<file path="src/rtl/piso_serializer_pkg.sv">
// Shared definitions for the serial-chain blocks: state encoding and default word width.
package piso_serializer_pkg;

   typedef enum logic {
      IDLE  = 1'b0,
      SHIFT = 1'b1
   } ser_state_t;

   localparam int unsigned SER_DEFAULT_WIDTH = 8;

   // Bit-counter width; never narrower than one bit.
   function automatic int unsigned ser_cnt_width(input int unsigned width);
      return (width < 2) ? 1 : $clog2(width);
   endfunction

endpackage

</file>
<file path="src/rtl/piso_serializer.sv">
// Parallel-in/serial-out stage: accepts WIDTH-bit words over valid/ready and
// streams them one bit per clock on sout, back-to-back words without a gap.
module piso_serializer
   import piso_serializer_pkg::*;
#(
   parameter int unsigned WIDTH     = SER_DEFAULT_WIDTH,
   parameter bit          MSB_FIRST = 1'b1
) (
   input  logic             clk,
   input  logic             rst,
   input  logic [WIDTH-1:0] din,
   input  logic             din_valid,
   output logic             din_ready,
   output logic             sout,
   output logic             sout_valid,
   output logic             busy
);

   localparam int unsigned     CNT_W = ser_cnt_width(WIDTH);
   localparam logic [CNT_W-1:0] LAST = CNT_W'(WIDTH - 1);

   ser_state_t       state;
   logic [WIDTH-1:0] shift_reg;
   logic [CNT_W-1:0] bit_cnt;
   logic             last_bit;
   logic             load;

   function automatic logic head(input logic [WIDTH-1:0] word);
      return MSB_FIRST ? word[WIDTH-1] : word[0];
   endfunction

   function automatic logic [WIDTH-1:0] tail(input logic [WIDTH-1:0] word);
      return MSB_FIRST ? (word << 1) : (word >> 1);
   endfunction

   // Ready depends only on state/bit_cnt, never on din_valid.
   always_comb begin
      last_bit  = (state == SHIFT) && (bit_cnt == LAST);
      din_ready = (state == IDLE) || last_bit;
      load      = din_valid && din_ready;
      busy      = (state == SHIFT);
   end

   // sout is registered, so the first bit is driven straight from din on the
   // accepting edge and shift_reg keeps only the bits still to be sent.
   always_ff @(posedge clk or negedge rst) begin
      if (!rst) begin
         state      <= IDLE;
         shift_reg  <= '0;
         bit_cnt    <= '0;
         sout       <= 1'b0;
         sout_valid <= 1'b0;
      end else if (load) begin
         state      <= SHIFT;
         shift_reg  <= tail(din);
         bit_cnt    <= '0;
         sout       <= head(din);
         sout_valid <= 1'b1;
      end else if ((state == SHIFT) && !last_bit) begin
         shift_reg  <= tail(shift_reg);
         bit_cnt    <= bit_cnt + 1'b1;
         sout       <= head(shift_reg);
         sout_valid <= 1'b1;
      end else begin
         state      <= IDLE;
         shift_reg  <= '0;
         bit_cnt    <= '0;
         sout       <= 1'b0;
         sout_valid <= 1'b0;
      end
   end

endmodule
</file>
<file path="config.mk">
export PLATFORM = sky130hd
export DESIGN_NAME = piso_serializer
export DESIGN_NICKNAME = d
export VERILOG_FILES = /design/src/rtl/piso_serializer_pkg.sv /design/src/rtl/piso_serializer.sv
export SDC_FILE = /design/constraint.sdc
export NUM_CORES = 1
export LEC_CHECK = 0
export ABC_AREA = 1
export ABC_CLOCK_PERIOD_IN_PS = 2400
export CAP_MARGIN = 20
export CORE_AREA = 5 5 42 44
export CTS_CLUSTER_DIAMETER = 80
export CTS_CLUSTER_SIZE = 28
export DETAILED_ROUTE_END_ITERATION = 7
export DIE_AREA = 0 0 47 49
export PLACE_DENSITY = 0.64
export SYNTH_ARGS = -nofsm -noshare
export SYNTH_HDL_FRONTEND = slang
export SYNTH_SLANG_ARGS = --single-unit
</file>
<file path="constraint.sdc">
create_clock -name clk -period 2.4 [get_ports clk]
set_clock_uncertainty 0.15 [all_clocks]
set_input_delay 0.48 -clock clk [delete_from_list [all_inputs] [get_ports clk]]
set_output_delay 0.48 -clock clk [all_outputs]
set_load 0.02 [all_outputs]
</file>
==> impl_metrics.tcl, run 1 <==
set metrics [dict create \
    status "finished, final reports clean" \
    dieHeight_um 49 \
    max-clock-path-buffers 2 \
    yosys-top-cells-area "dfrtp_1 (63%), nand2_1 (12%), nand3_1 (6.8%)" \
    synthCells 52 \
    cts_root_buf "clkbuf_4" \
    max_freq_mhz 496 \
    crit_chain "ha_1 > ha_1 > inv_1 > nand2_2 > dlymetal6s2s_1" \
    die_area_um2 2300 \
    syn_area_um2 514 \
    slew_viol_final 0 \
    yosysTopAreaCell "dfrtp_1" \
    coreArea_um2 1400 \
    numClockSinks 13 \
    grt_pass1_wl_mm 1.49 \
    hpwl_um 661 \
    worst_path_max_delay_cell "dfrtp_1" \
    setup_viol 0 \
    synth-main-ff-cell "dfrtp_1" \
    firstDrtPassIters 4 \
    num_antenna_cells 0 \
    async_flop_share_pct 100 \
    grt_pass1_vias 354 \
    synth_fp_nets 65 \
    num-fill-cells 143 \
    path_clk_slew_ns 0.08 \
    netlist.area_leader.share_pct 63.3 \
    antenna_left 0 \
    syn2layout_area_growth_pct 34.6 \
    synth_top_family_by_area "simple AND/OR/NAND/NOR gates" \
    hold_path_startpoint "bit_cnt[0]$_DFF_PN0_" \
    largest_register_ffs 7 \
    drive_above_1_share_pct 8.70 \
    hold_path_class "flip-flop to flip-flop" \
    numPortBuffers 14 \
    whs_ns 0.291 \
    ir_drop_v 0.000531 \
    vias 387 \
    nNetsFinal 83 \
    die_x_um 47 \
    grt-ovfl-total 0 \
    end_kind "output pin" \
    start_kind "flip-flop" \
    syn_avg_cell_area_um2 9.89 \
    wl_per_cell_um 10.6 \
    cp-startpoint "bit_cnt[0]$_DFF_PN0_" \
    seqCellArea_um2 325 \
    cts_inserted_buffers 3 \
    period_share_pct 83.9 \
    synth_edf_count 0 \
    drt_iter0_markers 2 \
    maxCapViolCount 0 \
    htreeDepth 1 \
    crit_buf_inv 2 \
    crit_type "flip-flop to output pin" \
    crit_top_cell "ha_1" \
    multi_input_area_um2 151 \
    grt_max_degree 14 \
    cts_tree "built" \
    postCtsHoldBufs 0 \
    yosys.area_share.adder_pct 4.87 \
    synth-seq-area-share_pct 63.3 \
    regToRegStartpoint "bit_cnt[0]$_DFF_PN0_" \
    synth.area.mux_share_pct 0 \
    critical-path-max-stage-delay_ns 0.39 \
    pin_count 15 \
    start_util_pct 36.7 \
    cp_max_fo 2 \
    routabilityCongestion 0.702 \
    synth_compound_area_share_pct 0 \
    period_needed_ns 2.01 \
    via_per_inst 4.55 \
    fp-row-count 14 \
    yosysMostFrequentCell "nand2_1" \
    yosys.area_share.simple_pct 24.6 \
    totalWireLength_um 898 \
    ys_warn_count 0 \
    yosys-top-cells-count "nand2_1 (17), dfrtp_1 (13), nand3_1 (7)" \
    antenna_found_initial 0 \
    fin_setup_tns_ns 0 \
    slew_headroom_pct 62.6 \
    p_per_area_nw_per_um2 1130 \
    worst_pin_slew_ns 0.560 \
    required_ns 1.77 \
    grt_usage_pct 9.28 \
    hold_viol 0 \
    route.detailed.drc 0 \
    p_leak_nw 0.372 \
    ys_types 10 \
    crit_family "adder cells" \
    rsz0062_at_grt "no" \
    synthXorXnorAreaFrac_pct 0 \
    worst_skew_pair.late_latency_ns 0.27 \
    ys_ff_latch 13 \
    postCtsSetupRepairBufs 0 \
    worstPathArrival_ns 1.38 \
]
## worst register-to-register path, delay by kind of cell (launching register included)
kind	cells	cell delay (ns)
adder cells (fa/ha/maj)	2	0.40
flip-flops	1	0.39
buffers and inverters	2	0.25
AND/OR/NAND/NOR	3	0.22
## metrics by stage
stage	total power, mW	setup slack, ns	instances	utilization [%]	cell area [um^2]
after floorplan	0.549	0.743	52	-	514
after CTS	0.803	0.0256	85	49.2	689
final	0.783	0.386	85	49.4	692
after global placement	0.659	0.373	81	47.3	663
after detailed placement	0.665	0.340	81	47.3	663
after global routing	0.848	0.326	85	49.4	692
## cell usage in the layout, fill, tap and decap left out, drive strengths merged
cell | Yosys | routed
inv | 5 | 5
nor2 | 5 | 5
dfrtp | 13 | 13
nand3 | 7 | 7
buf | 2 | 1
clkbuf | 0 | 4
clkdlybuf4s50 | 0 | 13
ha | 2 | 2
dlymetal6s2s | 0 | 1
nand2 | 18 | 18
## report_power, final
group | internal (mW) | total [mW] | leakage, nW | switching (mW)
combinational | 0.137 | 0.313 | 0.193 | 0.176
clock | 0.0644 | 0.133 | 0.0150 | 0.0686
sequential | 0.306 | 0.337 | 0.164 | 0.0308
total | 0.508 | 0.783 | 0.372 | 0.275
## final timing paths
check	end	slack [ns]	cells after the start
max	din_ready	0.39	5
min	bit_cnt[0]$_DFF_PN0_	0.29	1
max reg2reg	busy$_DFFE_PN0P_	0.90	7
min reg2reg	bit_cnt[0]$_DFF_PN0_	0.29	1
max in group asynchronous	shift_reg[5]$_DFF_PN0_	1.32	1
min in group asynchronous	bit_cnt[2]$_DFF_PN0_	0.41	1
## layout make-up
| type | instances | area share (%) |
|---|---|---|
| inverter | 5 | 2.71 |
| tap | 16 | 2.89 |
| clock buffer | 4 | 3.80 |
| sequential | 13 | 47.0 |
| timing repair buffer | 15 | 21.7 |
| multi-input combinational | 32 | 21.9 |
## kinds of logic (layout without fill, tap and decap cells)
family,Yosys count,count (layout)
adder cells (fa/ha/maj),2,2
buffers and inverters,7,24
flip-flops,13,13
AND/OR/NAND/NOR,30,30
## layer usage
metal  routed length (um)  track usage [%]  vias up
li1                     -                -      194
met1                  382             11.7      179
met2                  412             12.2       12
met3                   73             2.58        2
met4                   29             8.29        0
met5                    0                0        -
## timing repair
action / 4_1_cts / 5_1_grt
setup endpoints to repair: 0 / 1
endpoints found under the hold margin: 0 / 0
resized for setup: 0 / 1
Note: power is estimated with default switching activity, not from simulation.
==> run 2: changes to the inputs <==
Settings changed: ABC_CLOCK_PERIOD_IN_PS 2400 to 1790, CORE_AREA 5 5 42 44 to default, CORE_MARGIN from default to 5, CORE_UTILIZATION from default to 39, DIE_AREA 0 0 47 49 to default, PLACE_DENSITY 0.64 to 0.67.
Clock period 2.4 ns to 1.79 ns, I/O delays scaled along.
==> run 2 against run 1 <==
  * Sequential power is 34% higher
  * Global-route usage is 1.5 points higher
  * Power is 36% higher
  * Highest routed layer unchanged
  * Combinational power is 41% higher
  * Sequential share of layout area is 1.1 points lower
  * Critical path depth stayed put
  * Cell count is 1.2% higher
  * Register-to-register slack worse by 0.59 ns
  * First-iteration DRC count is 100% higher
  * Clock-buffer cell count stayed put
  * Non-clock buffer count is 2 higher
==> impl_metrics.tcl, run 2 (synthesis gave the netlist of run 1 again) <==
set metrics [dict create \
    vias 387 \
    cp_max_fo 2 \
    drt_iter0_markers 4 \
    hpwl_um 693 \
    routabilityCongestion 0.690 \
    antenna_found_initial 0 \
    postCtsSetupRepairBufs 0 \
    largest_register_ffs 7 \
    required_ns 1.28 \
    cts_root_buf "clkbuf_4" \
    worst_skew_pair.late_latency_ns 0.27 \
    max_freq_mhz 578 \
    pin_count 15 \
    worst_path_max_delay_cell "dfrtp_1" \
    htreeDepth 1 \
    numPortBuffers 14 \
    slew_headroom_pct 81.0 \
    drive_above_1_share_pct 16.9 \
    hold_viol 0 \
    route.detailed.drc 0 \
    start_util_pct 40.5 \
    worst_pin_slew_ns 0.284 \
    period_share_pct 96.6 \
    nNetsFinal 85 \
    maxCapViolCount 0 \
    firstDrtPassIters 4 \
    antenna_left 0 \
    period_needed_ns 1.73 \
    setup_viol 0 \
    end_kind "output pin" \
    path_clk_slew_ns 0.07 \
    grt_pass1_wl_mm 1.55 \
    ir_drop_v 0.000893 \
    grt_max_degree 14 \
    numClockSinks 13 \
    power_mw 1.07 \
    cts_inserted_buffers 3 \
    max-clock-path-buffers 2 \
    p_leak_nw 0.366 \
    hold_path_class "input pin to async pin" \
    crit_type "flip-flop to output pin" \
    most-common-layout-cells "nand2_1 (17), dfrtp_1 (13), clkdlybuf4s50_1 (12)" \
    slew_viol_final 0 \
    crit_top_cell "ha_2" \
    die_x_um 46.3 \
    grt_pass1_vias 360 \
    grt-ovfl-total 0 \
    start_kind "flip-flop" \
    final_common_cell "nand2_1" \
    syn2layout_area_growth_pct 37.7 \
    p_per_area_nw_per_um2 1510 \
    dieHeight_um 46.3 \
    fp-row-count 13 \
    final_util_pct 55.8 \
    num-fill-cells 127 \
    status "finished, final reports clean" \
    wl_per_cell_um 11.2 \
    cts_tree "built" \
    crit_chain "ha_2 > ha_2 > inv_2 > nand2_2 > buf_6" \
    worstPathArrival_ns 1.22 \
    die_area_um2 2140 \
    coreArea_um2 1270 \
    grt_usage_pct 10.8 \
    via_per_inst 4.50 \
    postCtsHoldBufs 0 \
    num_antenna_cells 0 \
    totalWireLength_um 964 \
    critical-path-max-stage-delay_ns 0.38 \
]
==> run 2: layout make-up <==
type | count | area (um^2) | share of cell area [%]
well taps | 15 | 18.8 | 2.65
multi-input cells | 32 | 156 | 22.1
inverters | 5 | 18.8 | 2.65
clock buffers | 4 | 26.3 | 3.71
repair buffers | 17 | 163 | 23.0
flip-flops and latches | 13 | 325 | 45.9
==> run 2: through the flow <==
stage / setup TNS (ns) / hold WS, ns / worst slack (ns) / std cells / instance area (um^2)
after floorplan: 0 / -0.0876 / 0.255 / 52 / 514
after global placement: -0.0990 / 0.268 / -0.0990 / 82 / 677
after detailed placement: -0.106 / 0.272 / -0.106 / 82 / 677
after CTS: 0 / 0.237 / 0.00416 / 86 / 704
after global routing: -0.00268 / 0.236 / -0.00268 / 86 / 708
final: 0 / 0.243 / 0.0603 / 86 / 708
==> run 2: worst max-delay path, delay by kind of cell, from the launching register on <==
family / cells / cell delay, ns
buf+inv: 2 / 0.18
fa+ha+maj: 2 / 0.34
simple gates: 1 / 0.05
flops: 1 / 0.38
==> run 2: path summary, 6_finish.rpt <==
kind                            depth (start not counted)                     end                 start  slack, ns
worst max-delay path                                    5               din_ready  bit_cnt[0]$_DFF_PN0_       0.06
max in group asynchronous                               2    bit_cnt[0]$_DFF_PN0_                   rst       1.09
worst min-delay path                                    2        busy$_DFFE_PN0P_                   rst       0.24
worst max register to register                          6  shift_reg[4]$_DFF_PN0_  bit_cnt[0]$_DFF_PN0_       0.31
worst min register to register                          1    bit_cnt[0]$_DFF_PN0_  bit_cnt[0]$_DFF_PN0_       0.28
min in group clk                                        1    bit_cnt[0]$_DFF_PN0_  bit_cnt[0]$_DFF_PN0_       0.28
==> run 2: what timing repair did <==
item / in CTS / in global routing
resized for setup: 8 / 2
setup endpoints to repair: 2 / 1
pin swaps: 0 / 1
==> run 2: routing by layer <==
| layer | vias to the layer above | part of all wire, % | track usage [%] | wire (um) |
|---|---|---|---|---|
| met5 | - | 0 | 0 | 0 |
| met4 | 0 | 2.1 | 8.52 | 20 |
| met3 | 2 | 5.7 | 2.73 | 55 |
| met2 | 8 | 49 | 15.4 | 468 |
| met1 | 181 | 43 | 13.5 | 419 |
| li1 | 196 | - | - | - |
==> run 2: report_power, final <==
| part | switching (mW) | internal, mW |
|---|---|---|
| Combinational | 0.249 | 0.193 |
| Clock | 0.0892 | 0.0862 |
| Sequential | 0.0410 | 0.411 |
| Total | 0.379 | 0.690 |
==> run 3: changes to the inputs <==
Settings changed: ABC_CLOCK_PERIOD_IN_PS 1790 to 1650, CAP_MARGIN 20 to default, CORE_AREA from default to 5 5 42 44, CORE_MARGIN 5 to default, CORE_UTILIZATION 39 to default, DIE_AREA from default to 0 0 47 49, PLACE_DENSITY 0.67 to 0.64.
Clock period 1.79 ns to 1.65 ns, I/O delays scaled along.
==> run 3 against run 2 <==
  * The flow now finishes with violations (setup timing)
  * Largest cell class unchanged
  * Hold slack worse by 0.041 ns
  * Clock power is 11% higher
  * Routed wire length is 4.7% higher
  * Core utilization is 3.6 points lower
==> impl_metrics.tcl, run 3 (synthesis gave the netlist of run 1 again) <==
set metrics [dict create \
    grt_max_degree 14 \
    path_clk_slew_ns 0.08 \
    die_area_um2 2300 \
    max-clock-path-buffers 2 \
    crit_type "flip-flop to output pin" \
    die_x_um 47 \
    post-place-ws_ns -0.227 \
    p_leak_nw 0.379 \
    num-fill-cells 150 \
    slew_headroom_pct 81.3 \
    final_cells 89 \
    htreeDepth 1 \
    reg2reg_slack_ns 0.16 \
    grt_pass1_wl_mm 1.61 \
    worst_skew_pair.late_latency_ns 0.27 \
    postCtsHoldBufs 0 \
    power_mw 1.17 \
    period_share_pct 104 \
    grt_usage_pct 9.74 \
    start_util_pct 36.7 \
    rsz0062_at_grt "yes" \
    antenna_left 0 \
    worstPathArrival_ns 1.23 \
    grt_use_met2_pct 14.3 \
    dieHeight_um 49 \
    maxCapViolCount 0 \
    nNetsFinal 87 \
    hpwl_um 718 \
    routabilityCongestion 0.694 \
    num_antenna_cells 0 \
    most-common-layout-cells "nand2_1 (17), dfrtp_1 (13), clkdlybuf4s50_1 (10)" \
    top_usage_layer "met2" \
    cts_root_buf "clkbuf_4" \
    syn2layout_area_growth_pct 42.3 \
    postCtsSetupRepairBufs 0 \
    via_per_inst 4.73 \
    p_per_area_nw_per_um2 1600 \
    vias 421 \
    ir_drop_v 0.000991 \
    grt-ovfl-total 0 \
    firstDrtPassIters 5 \
    required_ns 1.17 \
    grt_pass1_vias 402 \
    totalWireLength_mm 1.01 \
    final_common_cell "nand2_1" \
    drt_iter0_markers 4 \
    setup_viol 1 \
    fp-row-count 14 \
    dp_cells 85 \
    worst_pin_slew_ns 0.280 \
    pin_count 15 \
    cts_tree "built" \
    route.detailed.drc 0 \
    cp_max_fo 2 \
    antenna_found_initial 0 \
    status "finished with violations" \
    use_met1_pct 12.0 \
    slew_viol_final 0 \
    hold_path_class "input pin to async pin" \
    gr-usage-met3_pct 2.95 \
    period_needed_ns 1.71 \
    reg2reg_to "shift_reg[3]$_DFF_PN0_" \
    numPortBuffers 14 \
    start_kind "flip-flop" \
    ff2ff_path_depth 6 \
    numClockSinks 13 \
    wl_per_cell_um 11.3 \
    hold_viol 0 \
    violations "setup timing" \
    finalWorstSetupSlack_ns -0.0627 \
    largest_register_ffs 7 \
    drive_above_1_share_pct 19.2 \
    coreArea_um2 1400 \
    end_kind "output pin" \
    max_freq_mhz 584 \
    cts_inserted_buffers 3 \
    regToRegStartpoint "bit_cnt[0]$_DFF_PN0_" \
]
## run 3: cell count changes in the layout (fill, tap and decap cells not counted)
cell,before,now
buf_4,3,5
clkdlybuf4s50_1,12,10
dlygate4sd2_1,1,3
ha_2,2,1
ha_4,0,1
## run 3: how the worst max path moves through the flow
stage	startpoint	end	slack [ns]	cells past startpoint
3_3_place_gp	bit_cnt[0]$_DFF_PN0_	din_ready	-0.21	5
2_1_floorplan	bit_cnt[0]$_DFF_PN0_	din_ready	0.14	5
4_1_cts	bit_cnt[0]$_DFF_PN0_	din_ready	-0.07	5
5_1_grt	bit_cnt[0]$_DFF_PN0_	din_ready	-0.12	5
6_report	bit_cnt[0]$_DFF_PN0_	din_ready	-0.06	5
3_5_place_dp	bit_cnt[0]$_DFF_PN0_	din_ready	-0.23	5
## run 3: metrics by stage
stage / util, % / setup TNS [ns] / hold WS, ns / instance area (um^2)
2_1_floorplan: - / 0 / -0.116 / 514
3_3_place_gp: 49.5 / -0.213 / 0.269 / 693
3_5_place_dp: 49.5 / -0.227 / 0.273 / 693
4_1_cts: 52.2 / -0.0684 / 0.204 / 732
5_1_grt: 52.2 / -0.117 / 0.221 / 732
6_report: 52.2 / -0.0627 / 0.201 / 732
## run 3: area by class of cell
class,instances,area [um^2],area share (%)
clock buffer,4,26.3,3.59
tap,16,20.0,2.74
sequential,13,325,44.4
timing repair buffer,19,175,23.9
multi-input combinational,32,166,22.7
inverter,5,18.8,2.56
## run 3: routing by layer
layer	vias up	share of wire [%]
met3	4	8.3
met5	-	0
met2	14	46
li1	201	-
met4	0	1.2
met1	202	44
## run 3: critical path, cell delays in order (launching register included)
cell	delay, ns
dfrtp_1	0.38
ha_2	0.19
ha_4	0.16
inv_2	0.05
nand2_2	0.05
buf_6	0.13
## run 3: where the power goes
group | leakage [nW] | switching (mW) | total (mW) | internal [mW]
Combinational | 0.200 | 0.278 | 0.484 | 0.206
Clock | 0.0150 | 0.100 | 0.194 | 0.0937
Sequential | 0.164 | 0.0490 | 0.495 | 0.446
## run 3: repair_timing
item                                    CTS  global route
endpoints found under the setup margin    4             1
pin swaps                                 1             0
resized for setup                        13             0
